===== src/rtl/mdu_sequencer.sv =====
// mdu_sequencer
// Moore FSM that sequences the iterative multiply/divide datapath in the EX stage.
// It accepts one MDU op while EX holds it and steps the datapath through load,
// N iterations and done. It reports completion to the pipeline and honours the
// MA-stage stall and flush. A divide-by-zero skips the iterations entirely.
//
// Ports
//   s_clk_i       clock
//   s_reset_i     synchronous active-high reset
//   s_start_i     EX holds a valid MDU op (held while the op is resident)
//   s_div_i       op is divide/remainder (sampled in IDLE with start)
//   s_op2_zero_i  divisor is zero (sampled in IDLE with start)
//   s_stall_i     MA-stage stall (only holds DONE)
//   s_flush_i     MA-stage flush
//   s_load_o      datapath loads operands
//   s_iter_en_o   datapath performs one iteration
//   s_last_o      current iteration is the final one
//   s_count_o     iteration index, 0 on the first RUN cycle
//   s_bypass_o    divide-by-zero short path select
//   s_busy_o      LOAD or RUN
//   s_finished_o  result valid (DONE)
module mdu_sequencer #(
    parameter int unsigned MUL_CYCLES = 4,
    parameter int unsigned DIV_CYCLES = 32,
    parameter int unsigned CNT_W      = 6
) (
    input  logic             s_clk_i,
    input  logic             s_reset_i,
    input  logic             s_start_i,
    input  logic             s_div_i,
    input  logic             s_op2_zero_i,
    input  logic             s_stall_i,
    input  logic             s_flush_i,
    output logic             s_load_o,
    output logic             s_iter_en_o,
    output logic             s_last_o,
    output logic [CNT_W-1:0] s_count_o,
    output logic             s_bypass_o,
    output logic             s_busy_o,
    output logic             s_finished_o
);

    typedef enum logic [1:0] {StIdle, StLoad, StRun, StDone} state_e;

    // Limits are stored as limit-1 so they fit in CNT_W bits even at 2**CNT_W.
    localparam logic [CNT_W-1:0] MulLast = CNT_W'(MUL_CYCLES - 1);
    localparam logic [CNT_W-1:0] DivLast = CNT_W'(DIV_CYCLES - 1);

    state_e           state_q, state_d;
    logic [CNT_W-1:0] count_q, count_d;
    logic [CNT_W-1:0] last_q, last_d;
    logic             bypass_q, bypass_d;
    logic             at_last;
    logic             abort;

    assign at_last = (count_q == last_q);
    // The op leaving EX without a flush is treated exactly like a flush.
    assign abort   = s_flush_i || ((state_q != StIdle) && !s_start_i);

    // State register
    always_ff @(posedge s_clk_i) begin
        if (s_reset_i) begin
            state_q  <= StIdle;
            count_q  <= '0;
            last_q   <= '0;
            bypass_q <= 1'b0;
        end else begin
            state_q  <= state_d;
            count_q  <= count_d;
            last_q   <= last_d;
            bypass_q <= bypass_d;
        end
    end

    // Next-state logic
    always_comb begin
        state_d  = state_q;
        count_d  = count_q;
        last_d   = last_q;
        bypass_d = bypass_q;
        if (abort) begin
            state_d  = StIdle;
            count_d  = '0;
            bypass_d = 1'b0;
        end else begin
            case (state_q)
                StIdle: begin
                    if (s_start_i) begin
                        state_d  = StLoad;
                        count_d  = '0;
                        last_d   = s_div_i ? DivLast : MulLast;
                        bypass_d = s_div_i & s_op2_zero_i;
                    end
                end
                StLoad: begin
                    state_d = bypass_q ? StDone : StRun;
                    count_d = '0;
                end
                StRun: begin
                    // Count holds on the last iteration so DONE still shows it.
                    if (at_last) begin
                        state_d = StDone;
                    end else begin
                        count_d = count_q + CNT_W'(1);
                    end
                end
                StDone: begin
                    if (!s_stall_i) begin
                        state_d  = StIdle;
                        count_d  = '0;
                        bypass_d = 1'b0;
                    end
                end
                default: begin
                    state_d  = StIdle;
                    count_d  = '0;
                    bypass_d = 1'b0;
                end
            endcase
        end
    end

    // Output decode: from state and registers only
    always_comb begin
        s_load_o     = 1'b0;
        s_iter_en_o  = 1'b0;
        s_last_o     = 1'b0;
        s_busy_o     = 1'b0;
        s_finished_o = 1'b0;
        s_count_o    = count_q;
        s_bypass_o   = bypass_q;
        case (state_q)
            StLoad: begin
                s_load_o = 1'b1;
                s_busy_o = 1'b1;
            end
            StRun: begin
                s_iter_en_o = 1'b1;
                s_busy_o    = 1'b1;
                s_last_o    = at_last;
            end
            StDone: begin
                s_finished_o = 1'b1;
            end
            default: begin
            end
        endcase
    end

endmodule


===== config.mk =====
export PLATFORM = sky130hd
export DESIGN_NAME = mdu_sequencer
export DESIGN_NICKNAME = d
export VERILOG_FILES = /design/src/rtl/mdu_sequencer.sv
export SDC_FILE = /design/constraint.sdc
export NUM_CORES = 1
export LEC_CHECK = 0
export CAP_MARGIN = 10
export CORE_UTILIZATION = 41
export DETAILED_ROUTE_END_ITERATION = 10
export PLACE_DENSITY = 0.8
export REMOVE_ABC_BUFFERS = 1
export SLEW_MARGIN = 20
export SYNTH_ARGS = -nofsm -noshare
export SYNTH_HDL_FRONTEND = slang
export SYNTH_SLANG_ARGS = --single-unit

===== constraint.sdc =====
create_clock -name s_clk_i -period 1.7 [get_ports s_clk_i]
set_input_delay 0.425 -clock s_clk_i [delete_from_list [all_inputs] [get_ports s_clk_i]]
set_output_delay 0.425 -clock s_clk_i [all_outputs]
set_load 0.02 [all_outputs]

# Yosys cells after proc, flatten, opt, wreduce, memory -nomap -nowiden
# Index checks and enable logic that the tools add are counted.
# totals
output_inout_bits,12
word_cells,45
ff_bits,15
inputBits,7
# op_classes
n_reduce_logical,12
eq_ne,8
addsub,1
mux,18
bitwise,2
# ops
operator,n
case mux 6 bit (4 select lines),1
two-way mux 6 bit,3
AND reduction 3 bit,4
two-way mux 1 bit,8
inequality test 2 bit (second input constant),4
case mux 2 bit (4 select lines),1
adder 6 x 1 -> 6 bit (second input constant),1
== test 6 bit,1
two-way mux 2 bit,3
two-way mux 5 bit,1
== test 2 bit (second input constant),2
nonzero test 2 bit,2
OR reduction 2 bit,2
== test 2 x 1 -> 1 bit (second input constant),1
zero test 2 bit,1
case mux 1 bit (2 select lines),1
bitwise AND 1 bit,1
logical AND 1 bit,1
zero test 1 bit,1
logical OR 1 bit,1
NOT 1 bit,1

# Logic depth before layout (Yosys ltp)
# Gate-level depths: netlist of run 1.
# depth
depth_word,5
ltp_mapped,7

# Worst setup path after synthesis of run 1
# No wires, ideal clock.
# synth_path
path_kind,reg-to-output
from,"reg count_q[2], in the netlist s_count_o[2]"
to,out s_last_o
required_time_ns,1.275
stages_incl_launch_ff,4
path_buffers,1
slack_ns,-0.309
arrival_ns,1.584
path_cell_list,dfxtp_1 -> buf_6 -> or4_4 -> a221oi_2
# synth_via
elab_chain_len,2
# synth_lines
item,line_no,source
"start, declared",50,"logic [CNT_W-1:0] count_q, count_d;"
"start signal, assigned",69,count_q <= count_d;
== test 6 bit,56,assign at_last = (count_q == last_q);
two-way mux 1 bit,132,case (state_q)
"end, declared",36,"output logic s_last_o,"
# Every way passes these cells.

# Worst setup path in the final report of run 1
# layout_path
from,"reg count_q[4], in the netlist s_count_o[4]"
to,out s_last_o
# Same word-level chain as after synthesis.

==> impl_metrics.json, run 1 <==
{
  "hold_viol": 0,
  "synth_edf_count": 0,
  "synth.ff_latch_count": 11,
  "holdWs_ns": 0.505,
  "violations": "negative setup slack",
  "maxCapViolCount": 0,
  "finClkSkew_ns": 0.0103,
  "crit_required_ns": 1.27,
  "cts_made_buffers": 3,
  "clkLatencyLatePin_ns": 0.27,
  "intPower_mw": 0.431,
  "synth-xor-area-share_pct": 0,
  "slew_viol_final": 0,
  "grt_pass1_vias": 726,
  "fill_cells": 130,
  "ys_seq_area_share_pct": 31.5,
  "path_buf_inv": 1,
  "critPathLaunchType": "register",
  "rows": 14,
  "rsz0062_at_grt": "yes",
  "synth_top_cell_by_area": "dfxtp_1",
  "multi_input_area_sq_um": 470,
  "clk_pin_slew_ns": 0.07,
  "fin_crit_ns": 2.05,
  "post-place-ws_ns": -0.571,
  "clkPwrFrac_pct": 29.5,
  "synth_cells": 84,
  "cts_tree": "yes",
  "synth_ff_type": "dfxtp_1",
  "combPwrFrac_pct": 24.7,
  "relSlewSlack_pct": 82.5,
  "cts_buffer_depth": 2,
  "synth-simple-area-share_pct": 27.2,
  "critical_path.endpoint_type": "output port",
  "cp_max_fo": 2,
  "synth_area_leaders": "dfxtp_1 32%, ha_1 9.0%, nand2_1 4.8%",
  "path_delay_family": "simple AND/OR/NAND/NOR gates",
  "switching_share_pct": 26.4,
  "dp_hpwl_um": 1390,
  "nets": 141,
  "die_y_um": 43.3,
  "firstDrtPassIters": 4,
  "synth_mux_area_share_pct": 2.87,
  "async_flop_share_pct": 0,
  "coreArea_sq_mm": 0.00154,
  "htree_levels": 1,
  "dr_total_vias": 798,
  "setup_violations": 6,
  "cts_sinks": 11,
  "synth_top_area_share_pct": 31.5,
  "wire_per_inst_um": 12.3,
  "total_leakage_power_nw": 0.505,
  "diodes": 0,
  "power.total_mw": 0.586,
  "place_congestion": 0.786,
  "hold_buffers": 0,
  "utilization_pct": 71.3,
  "seq_power_share_pct": 45.8,
  "clock.fmax_mhz": 488,
  "globalRouteOverflowTotal": 0,
  "dr.first_iter.drc_count": 18,
  "die_area_sq_mm": 0.00187,
  "hp-class": "reg -> reg",
  "syn_area_per_cell_sq_um": 8.31,
  "routed_via_density": 5.54,
  "cp.arrival_ns": 1.62,
  "portBuffers": 18,
  "critPathSlowestCell": "or4_4",
  "synth-compound-area-share_pct": 24.6,
  "yosys_warnings": 0,
  "fin_ws_ns": -0.348,
  "netlist_top_cells_count": "11 x dfxtp_1, 9 x nand2_1, 6 x nor2_1",
  "antenna_found_initial": 0,
  "dp_cells": 137,
  "worst-setup-path-type": "reg -> out",
  "synth_most_common_cell": "dfxtp_1",
  "status": "finished with violations",
  "synth_adder_area_share_pct": 8.96,
  "grt_pass1_wl_um": 2840,
  "fin_cells": 144,
  "powerDensity_mw_per_mm2": 532,
  "cpPeakStageDelay_ns": 0.56,
  "start_util_pct": 45.3,
  "switchingPower_mw": 0.155,
  "grt_usage_pct": 20.3,
  "final_antenna_net_count": 0,
  "seqCellArea_sq_um": 221,
  "finalWirelength_um": 1770,
  "num_io_pins": 19,
  "drc": 0,
  "synth_area_sq_um": 698,
  "synth_cell_types": 34,
  "crit_chain": "or4_4, a221oi_4, buf_6",
  "worst_slew_pin_slew_ns": 0.263,
  "finalCritPeriodShare_pct": 120,
  "synth_top_family_by_area": "simple AND/OR/NAND/NOR gates",
  "peakVddDrop_v": 0.000517,
  "area.growth.synth_to_final_pct": 57.5,
  "grt_max_degree": 10,
  "die_w_um": 43.3,
  "root_buffer": "clkbuf_4",
  "drive_above_1_share_pct": 32.8
}
[stage by stage]
step	instance area, sq um	TNS [ns]
after floorplan	679	-0.618
after global placement	1040	-0.970
after detailed placement	1040	-1.12
after CTS	1070	-0.406
after global routing	1100	-0.757
final	1100	-0.450
[cell usage in the layout, fill, tap and decap left out, types with 3 or more instances in the layout]
| cell type | instances |
|---|---|
| o21ai_0 | 4 |
| a21oi_1 | 5 |
| clkdlybuf4s50_1 | 6 |
| buf_4 | 26 |
| inv_1 | 4 |
| dfxtp_1 | 10 |
| ha_1 | 5 |
| o21ai_1 | 3 |
| clkbuf_4 | 3 |
| nand3_1 | 4 |
| nor3_1 | 3 |
| nor2_1 | 5 |
| dlygate4sd2_1 | 6 |
| nand4_1 | 3 |
| nand2_1 | 9 |
[worst min-delay path, delay by kind of cell, from the launching register on]
family,cells,cell delay (ns)
DFF,1,0.33
AOI/OAI and AO/OA,2,0.13
[final timing paths]
path                                   start    endpoint  slack (ns)  cells past startpoint
worst max register to register  s_count_o[4]  state_q[0]       -0.03                      5
worst min-delay path               last_q[3]   last_q[3]        0.50                      2
worst min register to register     last_q[3]   last_q[3]        0.50                      2
worst max-delay path            s_count_o[4]    s_last_o       -0.35                      3
[layout make-up]
| type | count | area share, % |
|---|---|---|
| tap | 16 | 1.82 |
| inverter | 4 | 1.37 |
| multi-input combinational | 66 | 42.8 |
| clock buffer | 4 | 2.39 |
| sequential | 11 | 20.1 |
| timing repair buffer | 43 | 31.5 |
[layer usage]
| metal | part of all wire, % | wire length (um) | GRT usage, % |
|---|---|---|---|
| met4 | 2.9 | 51 | 12.1 |
| met5 | 0 | 0 | 0 |
| met3 | 3.2 | 56 | 3.83 |
| met2 | 54 | 950 | 37.0 |
| met1 | 40 | 711 | 21.0 |
[power by group through the flow]
stage / registers (mW) / clock network [mW] / logic (mW)
detailed placement: 0.274 / 0 / 0.133
floorplan: 0.276 / 0 / 0.0650
global route: 0.269 / 0.190 / 0.157
finish: 0.268 / 0.173 / 0.145
CTS: 0.268 / 0.179 / 0.134
global placement: 0.274 / 0 / 0.131
[flip-flops by register name (all words and copies together) (netlist names)]
name / flops
state_q: 2
s_bypass_o: 1
last_q: 2
s_count_o: 6
[timing repair]
| item | 4_1_cts | 5_1_grt |
|---|---|---|
| endpoints found under the setup margin | 13 | 10 |
| resized for setup | 27 | 7 |
| pin swaps | 4 | 2 |
| setup buffers | 0 | 3 |
[kinds of logic (layout without fill, tap and decap cells)]
family          after synthesis  in the layout
compound gates               24             24
simple gates                 35             35
mux                           2              2
buf+inv                       7             51
fa+ha+maj                     5              5
flops                        11             11
Power figures use the tool's default switching activity.
==> run 2, diff against run 1 <==
Settings changed: CORE_UTILIZATION 41 to 46, PLACE_DENSITY 0.8 to 0.85.
Clock period 1.7 ns to 2.3 ns, I/O delays scaled along.
==> run 2 against run 1 <==
The flow now finishes without violations. Non-clock buffer count fell by 14. Critical path depth rose by 1. Total power fell by 28%. Flip-flop and latch count did not move. Worst setup slack improved by 0.44 ns. Wire length rose by 6.3%. Core utilization rose by 1.4 points. Count of clock-buffer cells in the layout did not move. Sequential power fell by 25%. Critical endpoint is now s_iter_en_o. Largest power group unchanged. Highest routed layer unchanged.
==> impl_metrics.json, run 2 (synthesized netlist as in run 1, its figures left out) <==
{
  "largest_reg_flops": 6,
  "clkLatencyLatePin_ns": 0.27,
  "cts_tree": "yes",
  "reg2regPathDepth": 5,
  "cp.arrival_ns": 1.64,
  "post-cts-setup-buffers": 0,
  "cts_buffer_depth": 2,
  "die_w_um": 41.0,
  "cts_sinks": 11,
  "place_congestion": 0.829,
  "critPathLaunchType": "register",
  "worst_slew_pin_slew_ns": 0.549,
  "status": "complete, no violations",
  "grt_pass1_wl_um": 2680,
  "grt_max_degree": 10,
  "grt_pass1_vias": 646,
  "hold_buffers": 0,
  "post-place-ws_ns": -0.0617,
  "start_util_pct": 51.7,
  "rsz0062_at_grt": "no",
  "coreArea_sq_mm": 0.00135,
  "total_leakage_power_nw": 0.383,
  "die_y_um": 41.0,
  "area.growth.synth_to_final_pct": 40.7,
  "powerDensity_mw_per_mm2": 428,
  "fin_cells": 129,
  "final_cell_mix": "16 x clkdlybuf4s50_1, 11 x buf_4, 10 x dfxtp_1",
  "power.total_mw": 0.420,
  "fin_ws_ns": 0.0870,
  "drc": 0,
  "peakVddDrop_v": 0.000220,
  "dr_total_vias": 751,
  "finalWirelength_um": 1880,
  "crit_required_ns": 1.73,
  "finalCritPeriodShare_pct": 96.2,
  "nets": 127,
  "num_io_pins": 19,
  "relSlewSlack_pct": 63.1,
  "hold_viol": 0,
  "utilization_pct": 72.8,
  "wire_per_inst_um": 14.6,
  "diodes": 0,
  "drive_above_1_share_pct": 19.3,
  "globalRouteOverflowTotal": 0,
  "worst-setup-path-type": "reg -> out",
  "grt_usage_pct": 25.0,
  "final_common_cell": "clkdlybuf4s50_1",
  "rows": 13,
  "setup_violations": 0,
  "fill_cells": 111,
  "fin_crit_ns": 2.21,
  "firstDrtPassIters": 4,
  "dp_cells": 125,
  "tns_ns": 0,
  "slew_viol_final": 0,
  "finClkSkew_ns": 0.00801,
  "portBuffers": 18,
  "die_area_sq_mm": 0.00168,
  "cp_max_fo": 6,
  "clk_pin_slew_ns": 0.08,
  "r2r_slack_ns": 0.52,
  "cts_made_buffers": 3,
  "antenna_found_initial": 0,
  "dp_hpwl_um": 1480,
  "dr.first_iter.drc_count": 29,
  "routed_via_density": 5.82,
  "maxCapViolCount": 0,
  "htree_levels": 1,
  "hp-class": "reg -> reg",
  "critical_path.endpoint_type": "output port",
  "final_antenna_net_count": 0,
  "root_buffer": "clkbuf_4",
  "whs_path_depth": 2,
  "clock.fmax_mhz": 452
}
-- run 2: metal layers --
metal  wire (um)  global-route usage [%]
met3          94                    7.07
met4          12                    7.50
met2        1000                    46.5
met5           0                       0
met1         768                    26.6
-- run 2: power by group --
group          switching [mW]  internal (mW)
sequential            0.00472          0.195
combinational          0.0441         0.0385
clock                  0.0700         0.0672
-- run 2: worst paths after layout --
kind | startpoint | end
worst min register to register | last_q[3] | last_q[3]
worst max-delay path | state_q[0] | s_iter_en_o
worst min-delay path | last_q[3] | last_q[3]
worst max register to register | s_count_o[2] | s_count_o[3]
-- run 2: repair_timing --
item	in CTS	in global routing
gates cloned	0	0
setup endpoints to repair	2	1
resized for setup	5	1
-- run 2: layout make-up --
class                      instances  area [sq um]  area share (%)
clock buffer                       4          26.3            2.68
inverter                           4          15.0            1.53
multi-input combinational         66           444            45.2
sequential                        11           221            22.5
tap                               15          18.8            1.91
timing repair buffer              29           256            26.1
-- run 2: worst max-delay path, cell delays in order, from the launching register on --
cell	delay, ns
dfxtp_2	0.35
inv_1	0.09
ha_1	0.17
buf_4	0.15
clkdlybuf4s50_1	0.60
-- run 2: through the flow --
| stage | hold slack, ns | area [sq um] |
|---|---|---|
| floorplan | 0.460 | 679 |
| global placement | 0.483 | 961 |
| detailed placement | 0.492 | 961 |
| CTS | 0.503 | 981 |
| global route | 0.548 | 982 |
| finish | 0.505 | 982 |
